### src/rtl/bp_pkg.sv
// ---------------------------------------------------------------------------
// bp_pkg
// Shared types and constants for the fetch-stage branch predictor.
//   btb_entry_t : BTB line layout {valid, tag, target} for the default
//                 geometry (9-bit PC, 16 entries -> 3-bit tag). The top
//                 builds the same layout at its own parameterised widths.
//   BHT_RESET   : counter value loaded on reset (weakly not taken).
//   BP_BIMODAL / BP_GSHARE : values of the MODE parameter.
// ---------------------------------------------------------------------------
package bp_pkg;

    localparam int BP_DEF_PC_W  = 9;
    localparam int BP_DEF_TAG_W = 3;

    localparam logic [1:0] BHT_RESET = 2'b01;

    localparam int BP_BIMODAL = 0;
    localparam int BP_GSHARE  = 1;

    typedef struct packed {
        logic                    valid;
        logic [BP_DEF_TAG_W-1:0] tag;
        logic [BP_DEF_PC_W-1:0]  target;
    } btb_entry_t;

endpackage

### src/rtl/bp_sat_ctr.sv
// ---------------------------------------------------------------------------
// bp_sat_ctr
// Two-bit saturating up/down counter step, used for BHT training.
//   cnt_i : current counter value
//   up_i  : 1 = count towards strongly taken, 0 = towards strongly not taken
//   cnt_o : next counter value, clamped at 0 and 3
// ---------------------------------------------------------------------------
module bp_sat_ctr (
    input  logic [1:0] cnt_i,
    input  logic       up_i,
    output logic [1:0] cnt_o
);

    // Step the counter one place in the requested direction, holding at the ends.
    always_comb begin
        cnt_o = cnt_i;
        if (up_i) begin
            if (cnt_i != 2'b11) begin
                cnt_o = cnt_i + 2'd1;
            end
        end else begin
            if (cnt_i != 2'b00) begin
                cnt_o = cnt_i - 2'd1;
            end
        end
    end

endmodule

### src/rtl/branch_predictor.sv
// ---------------------------------------------------------------------------
// branch_predictor
// Fetch-stage predictor for the 5-stage RV32I pipeline: a tagged direct-mapped
// BTB plus a 2-bit-counter BHT, indexed bimodally or gshare-style. Lookup and
// misprediction detection are combinational; training happens on the clock
// edge in which EX resolves a control transfer.
//
// Ports
//   clk, reset          : clock, asynchronous active-low reset
//   if_pc               : fetch PC to predict for
//   pred_taken/_target  : prediction (target is if_pc+4 when not taken)
//   pred_ghr            : history snapshot to carry down the pipe
//   ex_valid            : a branch/jal/jalr resolves in EX this cycle
//   ex_pc, ex_ghr       : its PC and the history captured at its fetch
//   ex_taken/_target    : actual outcome
//   ex_pred_taken/_target : prediction made at its fetch
//   mispredict          : flush IF/ID, ID/EX and fetch from redirect_pc
//   redirect_pc         : correct next PC for the resolving instruction
//   stat_clr            : synchronous clear of both statistics counters
//   br_count, mp_count  : resolved transfers / mispredictions (saturating)
// ---------------------------------------------------------------------------
module branch_predictor
    import bp_pkg::*;
#(
    parameter int PC_W    = 9,
    parameter int ENTRIES = 16,
    parameter int MODE    = BP_BIMODAL,
    parameter int GHR_W   = $clog2(ENTRIES),
    parameter int CNT_W   = 16
) (
    input  logic             clk,
    input  logic             reset,
    input  logic [PC_W-1:0]  if_pc,
    output logic             pred_taken,
    output logic [PC_W-1:0]  pred_target,
    output logic [GHR_W-1:0] pred_ghr,
    input  logic             ex_valid,
    input  logic [PC_W-1:0]  ex_pc,
    input  logic [GHR_W-1:0] ex_ghr,
    input  logic             ex_taken,
    input  logic [PC_W-1:0]  ex_target,
    input  logic             ex_pred_taken,
    input  logic [PC_W-1:0]  ex_pred_target,
    output logic             mispredict,
    output logic [PC_W-1:0]  redirect_pc,
    input  logic             stat_clr,
    output logic [CNT_W-1:0] br_count,
    output logic [CNT_W-1:0] mp_count
);

    localparam int IDX_W = $clog2(ENTRIES);
    localparam int TAG_W = PC_W - 2 - IDX_W;

    typedef struct packed {
        logic             valid;
        logic [TAG_W-1:0] tag;
        logic [PC_W-1:0]  target;
    } btb_line_t;

    btb_line_t        btb_q [ENTRIES];
    logic [1:0]       bht_q [ENTRIES];
    logic [GHR_W-1:0] ghr_q;
    logic [GHR_W-1:0] ghr_d;
    logic [CNT_W-1:0] brCount_q;
    logic [CNT_W-1:0] brCount_d;
    logic [CNT_W-1:0] mpCount_q;
    logic [CNT_W-1:0] mpCount_d;

    logic [IDX_W-1:0] fetchPcIdx;
    logic [IDX_W-1:0] fetchBhtIdx;
    logic [TAG_W-1:0] fetchTag;
    btb_line_t        fetchLine;
    logic             fetchHit;

    logic [IDX_W-1:0] exPcIdx;
    logic [IDX_W-1:0] exBhtIdx;
    logic [TAG_W-1:0] exTag;
    logic [1:0]       exCnt;
    logic [1:0]       exCntNext;

    // History only perturbs the BHT index in gshare mode; the BTB index never uses it.
    function automatic logic [IDX_W-1:0] histMix(input logic [GHR_W-1:0] h);
        if (MODE == BP_GSHARE) begin
            return IDX_W'(h);
        end
        return '0;
    endfunction

    // Lookup path
    assign fetchPcIdx  = if_pc[IDX_W+1:2];
    assign fetchTag    = if_pc[PC_W-1:IDX_W+2];
    assign fetchBhtIdx = fetchPcIdx ^ histMix(ghr_q);
    assign fetchLine   = btb_q[fetchPcIdx];
    assign fetchHit    = fetchLine.valid && (fetchLine.tag == fetchTag);

    assign pred_taken  = fetchHit && bht_q[fetchBhtIdx][1];
    assign pred_target = pred_taken ? fetchLine.target : if_pc + PC_W'(4);
    assign pred_ghr    = ghr_q;

    // Resolution path: a taken transfer to the wrong target is also a mispredict.
    assign mispredict  = ex_valid &&
                         ((ex_taken != ex_pred_taken) ||
                          (ex_taken && (ex_target != ex_pred_target)));
    assign redirect_pc = (ex_valid && ex_taken) ? ex_target : ex_pc + PC_W'(4);

    // Training path: the BHT slot is the one the instruction was predicted from,
    // so its index is rebuilt from the history it carried, not the live GHR.
    assign exPcIdx  = ex_pc[IDX_W+1:2];
    assign exTag    = ex_pc[PC_W-1:IDX_W+2];
    assign exBhtIdx = exPcIdx ^ histMix(ex_ghr);
    assign exCnt    = bht_q[exBhtIdx];

    bp_sat_ctr u_satCtr (
        .cnt_i (exCnt),
        .up_i  (ex_taken),
        .cnt_o (exCntNext)
    );

    generate
        if (GHR_W == 1) begin : g_ghrOne
            assign ghr_d = ex_taken;
        end else begin : g_ghrShift
            assign ghr_d = {ghr_q[GHR_W-2:0], ex_taken};
        end
    endgenerate

    assign br_count = brCount_q;
    assign mp_count = mpCount_q;

    // Statistics: clear wins over counting; both counters stick at all-ones.
    always_comb begin
        brCount_d = brCount_q;
        mpCount_d = mpCount_q;
        if (stat_clr) begin
            brCount_d = '0;
            mpCount_d = '0;
        end else if (ex_valid) begin
            if (!(&brCount_q)) begin
                brCount_d = brCount_q + CNT_W'(1);
            end
            if (mispredict && !(&mpCount_q)) begin
                mpCount_d = mpCount_q + CNT_W'(1);
            end
        end
    end

    // Table and history state. Lookups read the pre-edge contents, so a
    // same-cycle lookup of the entry being trained sees the old value.
    always_ff @(posedge clk or negedge reset) begin
        if (!reset) begin
            for (int i = 0; i < ENTRIES; i++) begin
                btb_q[i] <= '0;
                bht_q[i] <= BHT_RESET;
            end
            ghr_q     <= '0;
            brCount_q <= '0;
            mpCount_q <= '0;
        end else begin
            if (ex_valid) begin
                bht_q[exBhtIdx] <= exCntNext;
                if (ex_taken) begin
                    btb_q[exPcIdx] <= {1'b1, exTag, ex_target};
                end
                ghr_q <= ghr_d;
            end
            brCount_q <= brCount_d;
            mpCount_q <= mpCount_d;
        end
    end

endmodule

### config.mk
export PLATFORM = sky130hd
export DESIGN_NAME = branch_predictor
export DESIGN_NICKNAME = d
export VERILOG_FILES = /design/src/rtl/bp_pkg.sv /design/src/rtl/bp_sat_ctr.sv /design/src/rtl/branch_predictor.sv
export SDC_FILE = /design/constraint.sdc
export NUM_CORES = 1
export LEC_CHECK = 0
export CORE_MARGIN = 2
export CORE_UTILIZATION = 45
export CTS_CLUSTER_DIAMETER = 120
export DETAILED_ROUTE_END_ITERATION = 8
export PLACE_DENSITY = 0.67
export SYNTH_ARGS = -nofsm -noshare
export SYNTH_HDL_FRONTEND = slang
export SYNTH_SLANG_ARGS = --single-unit
### constraint.sdc
create_clock -name clk -period 3 [get_ports clk]
set_clock_uncertainty 0.05 [all_clocks]
set_input_delay 0.45 -clock clk [delete_from_list [all_inputs] [get_ports clk]]
set_output_delay 0.45 -clock clk [all_outputs]
set_load 0.02 [all_outputs]
### After elaboration in Yosys (flattened, before gate mapping)

Index checks and enable logic that the tools add are counted.

* reduce and logical (&&, ||, !) cells: 17
* equality and inequality tests: 5
* mux-type cells: 26
* add/subtract/negate cells: 6
* $lt $le $gt $ge: 3
* bitwise gates (word level): 2

Operators by type and width (count)
* $bwmux W208: 1
* $mux W16: 6
* $bmux W13 S4: 1
* $demux W13 S4: 1
* $mux W13: 3
* $add A16 B1 Y16 const B: 2
* $bwmux W32: 1
* $reduce_and A16 Y1: 2
* $add A9 B3 Y9 const B: 2
* $mux W9: 2
* $bmux W2 S4: 2
* $mux W2: 8
* $ge A5 B5 Y1 const B: 2
* $not A4 Y5: 2
* $ne A9 B9 Y1: 1
* $demux W2 S4: 1
* $logic_and A1 B1 Y1: 7
* $reduce_and A2 Y1: 3
* $reduce_bool A2 Y1: 3
* $lt A5 B1 Y1 const B: 1
* $ne A2 B2 Y1 const B: 2
* $eq A3 B3 Y1: 1
* $add A2 B1 Y2 const B: 1
* $sub A2 B1 Y2 const B: 1
* other kinds (3): 3

* logic and storage cells: 126
* output and inout bits: 56
* bits in registers: 276
* input port bits: 46

### Depth between registers and ports, before layout

* depth in word-level cells: 8
* depth in mapped cells: 9

### Cells and area by module

Synthesis repeated with hierarchy kept, for this count alone.

* cell total of the unflattened synthesis: 1016
* area total of the unflattened synthesis: 13509.2 um^2

Modules (own cells, without submodules)
* branch_predictor: area each 13482.9 um^2, instances 1, cells each 1013
* bp_sat_ctr: area each 26.3 um^2, instances 1, cells each 3

### Least setup slack after synthesis

Ideal clock, no wire load.

* path type: input-to-output
* start: in if_pc[3]
* end: out pred_target[2]
* stages on the path: 8
* required time: 2500 ps
* arrival time: 2605 ps
* setup slack: -105 ps
* buffers on the path: 2
* cells stage by stage: buf_6 > mux4_1 > mux2i_1 > xnor2_1 > or4_1 > a21oi_1 > buf_6 > mux2i_1

* word-level cells in the longest chain between the ends: 8
* elaborated cells between the ends (all ways): 11

Ends and longest elaborated chain
* start: declaration: RTL line branch_predictor.sv:33 `input logic [PC_W-1:0] if_pc,`
* $not A4 Y5 (implied by the code) *: RTL line branch_predictor.sv:93, branch_predictor.sv:96
* $bmux W13 S4: RTL line branch_predictor.sv:93 `assign fetchLine = btb_q[fetchPcIdx];`
* $mux W13 (implied by the code) (2 in series): RTL line branch_predictor.sv:93
* $eq A3 B3 Y1: RTL line branch_predictor.sv:94 `assign fetchHit = fetchLine.valid && (fetchLine.tag == fetchTag);`
* $logic_and A1 B1 Y1: RTL line branch_predictor.sv:94
* $logic_and A1 B1 Y1 *: RTL line branch_predictor.sv:96 `assign pred_taken = fetchHit && bht_q[fetchBhtIdx][1];`
* named net pred_taken: RTL line branch_predictor.sv:34 `output logic pred_taken,`
* $mux W9 *: RTL line branch_predictor.sv:97 `assign pred_target = pred_taken ? fetchLine.target : if_pc + PC_W'(4);`
* end: declaration: RTL line branch_predictor.sv:35 `output logic [PC_W-1:0] pred_target,`

Mark *: on every way through the listed nets, which the timed path passes. The rest lies on a longest branch. The select of a mux whose other input is x is not followed.

### Final worst setup path

* start: reg btb_q[10] in the netlist's numbering
* end: out pred_target[0]

* word-level cells in the longest chain between the ends: 7

Ends and longest elaborated chain
* start: declaration: RTL line branch_predictor.sv:60 `btb_line_t btb_q [ENTRIES];`
* start signal: indexed assignment: RTL line branch_predictor.sv:162 `btb_q[exPcIdx] <= {1'b1, exTag, ex_target};`
* $bmux W13 S4: RTL line branch_predictor.sv:93
* $mux W13 (implied by the code) (2 in series): RTL line branch_predictor.sv:93
* $eq A3 B3 Y1: RTL line branch_predictor.sv:94
* $logic_and A1 B1 Y1: RTL line branch_predictor.sv:94
* $logic_and A1 B1 Y1: RTL line branch_predictor.sv:96
* $mux W9: RTL line branch_predictor.sv:97

Every way passes these cells. The select of a mux whose other input is x is not followed.

==> impl_metrics.toml <==
[global_routing]
grt-ovfl-total = 0
grt_pass1_wl_um = 52600
grt_pass1_vias = 9189
antenna_found_initial = 1
grt_max_degree = 94
grt.total_usage = 0.220

[run]
max-cap-violations = 0

[drt]
routed_wl_um = 33000
drtIter0Drc = 492
dr.pass1.iters = 5
postRouteAntennaNets = 0
dr_total_vias = 8748
wl_per_cell_um = 20.8
drc = 0
viasPerCell = 5.52

[setup_path]
endpoint_kind = "primary output"
crit_chain = "mux4_2 > mux2i_4 > xnor2_1 > or4_4 > a21oi_4 > buf_12 > mux2_4 > buf_6"
critPathMaxFanout = 5
critical_path_class = "flip-flop to primary output"
worst_path_max_delay_cell = "mux4_2"
cp.arrival_ns = 3.01
cp_num_buf_inv = 2
max_stage_delay_ns = 0.50
required_ns = 2.50
cp-start-kind = "flip-flop"
reg2reg_slack_ns = 0.64
cpLargestDelayFamily = "multiplexers"

[yosys]
synth_warnings = 0
synth_edf_count = 0
ys_ff_latch = 276
ys.flop_type = "dfrtp_1"
syn_area_sq_mm = 0.0133
syn_inst = 1011
postSynthAreaPerCell_sq_um = 13.1
synthArstFlopShare = 1.00
syn_nets = 1064
synthDistinctLibCells = 45
ys_seq_area_frac = 0.522

[floorplan]
dieWidth_um = 176
start_util = 0.460
row_count = 62
dieArea_sq_mm = 0.0309
io_pins = 102
core_area_sq_mm = 0.0289
die_y_um = 176

[layout]
nNetsFinal = 1232
multi_input_area_sq_mm = 0.00610
mostFrequentLayoutCells = "260 x dfrtp_1, 204 x mux2_2, 97 x buf_4, 80 x clkdlybuf4s50_1, 69 x nand2_1"
nFillCells = 2373
drive_gt1_frac = 0.411
diodes = 0
area_growth_syn_to_layout_pct = 25.6
layout.cells.most_common = "dfrtp_1"
area.sequential_sq_mm = 0.00693

[placement]
hpwl_um = 23000
gp_congestion = 0.802
port_buffers = 97
dp_slack_ns = -0.773

[hold_path]
hold_class = "flip-flop to flip-flop"

[sta]
min_period_ns = 3.51
timing.slew.headroom = 0.501
worst_slack_ns = -0.509
max_freq_ghz = 0.285
rsz0062_at_grt = "true"
final_max_slew_viol_count = 0
setup-violations-final = 10
period_share = 1.17
finalHoldViolations = 0
setup_tns_ns = -4.43
worst_pin_slew_ns = 0.749

[clock_network]
cts_buffers = 30
path_clk_slew_ns = 0.06
cts_tree = "yes"
clockBufferDepth = 3
clkSinkCount = 276
insertion_delay_ns = 0.55
root_buffer = "clkbuf_16"
htree_levels = 1

[pwr]
powerDensity_mw_per_mm2 = 639
ir_drop_mv = 0.429
leakagePower_nw = 7.29

[status]
status = "finished with violations"
violations = "setup timing"
[worst register-to-register path, cell delays in order (launching register included)]
cell     delay, ns
dfrtp_1       0.45
nand3_1       0.18
nor4_1        0.43
and3_1        0.49
nor3_1        0.17
nand3_1       0.14
mux2_2        0.33
[state kept, by name, indices dropped and copies added (netlist names)]
register  flops
pred_ghr      4
br_count     16
bht_q        32
mp_count     16
btb_q       208
[Yosys cell counts (2+ instances only)]
cell / count / area [sq um]
nor3b_1: 2 / 15.0
dfstp_2: 16 / 420
and3_1: 11 / 68.8
xor2_1: 33 / 289
buf_2: 9 / 45.0
nor4_1: 7 / 43.8
nor2_1: 52 / 195
mux4_1: 4 / 105
buf_1: 14 / 52.6
a31o_2: 2 / 17.5
mux2_4: 3 / 45.0
mux2i_1: 23 / 230
nand3_1: 36 / 180
nor2b_1: 8 / 50.1
mux4_2: 56 / 1260
xnor2_1: 17 / 149
ha_1: 7 / 87.6
and4_1: 3 / 26.3
inv_1: 8 / 30.0
o21ai_1: 2 / 10.0
nor4b_1: 3 / 26.3
nand2_1: 69 / 259
o21ai_0: 39 / 195
or2_2: 13 / 81.3
nand2b_1: 5 / 31.3
dfrtp_1: 260 / 6510
mux2_2: 204 / 2300
a211oi_1: 3 / 22.5
clkbuf_1: 52 / 195
nand4_1: 8 / 50.1
nor3_1: 6 / 30.0
buf_6: 2 / 22.5
o2111ai_1: 6 / 52.6
a21oi_1: 17 / 85.1
[where the power goes]
group          switching (mW)  internal, mW
Combinational           0.820          1.15
Clock                    1.48          2.40
Sequential              0.354          4.45
[timing repair]
item | CTS | global route
resized for setup | 67 | 8
cloned | 1 | 0
pin swaps | 1 | 3
setup endpoints to repair | 11 | 14
hold buffers | 1 | 0
setup buffers | 1 | 0
hold endpoints to repair | 80 | 0
[layout make-up]
type | instances | share of cell area
Clock buffer | 44 | 0.0537
Timing Repair Buffer | 213 | 0.124
Inverter | 9 | 0.00203
Sequential cell | 276 | 0.416
Clock inverter | 11 | 0.00954
Multi-Input combinational cell | 649 | 0.366
Tap cell | 384 | 0.0288
[cells by family (layout without fill, tap and decap cells)]
| group | count (synthesis) | count (layout) | synth area share |
|---|---|---|---|
| AO/OA/AOI/OAI | 74 | 74 | 0.0319 |
| XOR/XNOR | 50 | 50 | 0.0330 |
| adder cells (fa/ha/maj) | 8 | 8 | 0.00745 |
| buffers and inverters | 86 | 277 | 0.0263 |
| flip-flops | 276 | 276 | 0.522 |
| multiplexers | 290 | 290 | 0.297 |
| AND/OR/NAND/NOR | 227 | 227 | 0.0820 |
[routing by layer]
metal,GRT usage,part of all wire
met2,0.361,0.48
met1,0.305,0.44
met4,0.0627,0.026
met5,0,0.00036
met3,0.0377,0.047
[per-stage QoR]
stage,utilization,hold WS (ns),instance area (sq um),std cells,power (mW)
after floorplan,-,0.104,13300,1011,6.05
after global placement,0.538,0.399,15500,1529,6.73
after detailed placement,0.538,0.402,15500,1529,6.81
after CTS,0.578,0.418,16700,1587,10.7
after global routing,0.577,0.425,16700,1586,11.1
final,0.577,0.419,16700,1586,10.6
[final timing paths]
check | depth (start not counted) | start | endpoint
max in group asynchronous | 3 | reset | btb_q[83]
hold / removal | 1 | btb_q[181] | btb_q[181]
setup / recovery | 8 | btb_q[10] | pred_target[0]
hold reg to reg | 1 | btb_q[181] | btb_q[181]
min in group asynchronous | 2 | reset | br_count[2]
setup reg to reg | 6 | mp_count[3] | mp_count[15]
Note: power is estimated with default switching activity, not from simulation.
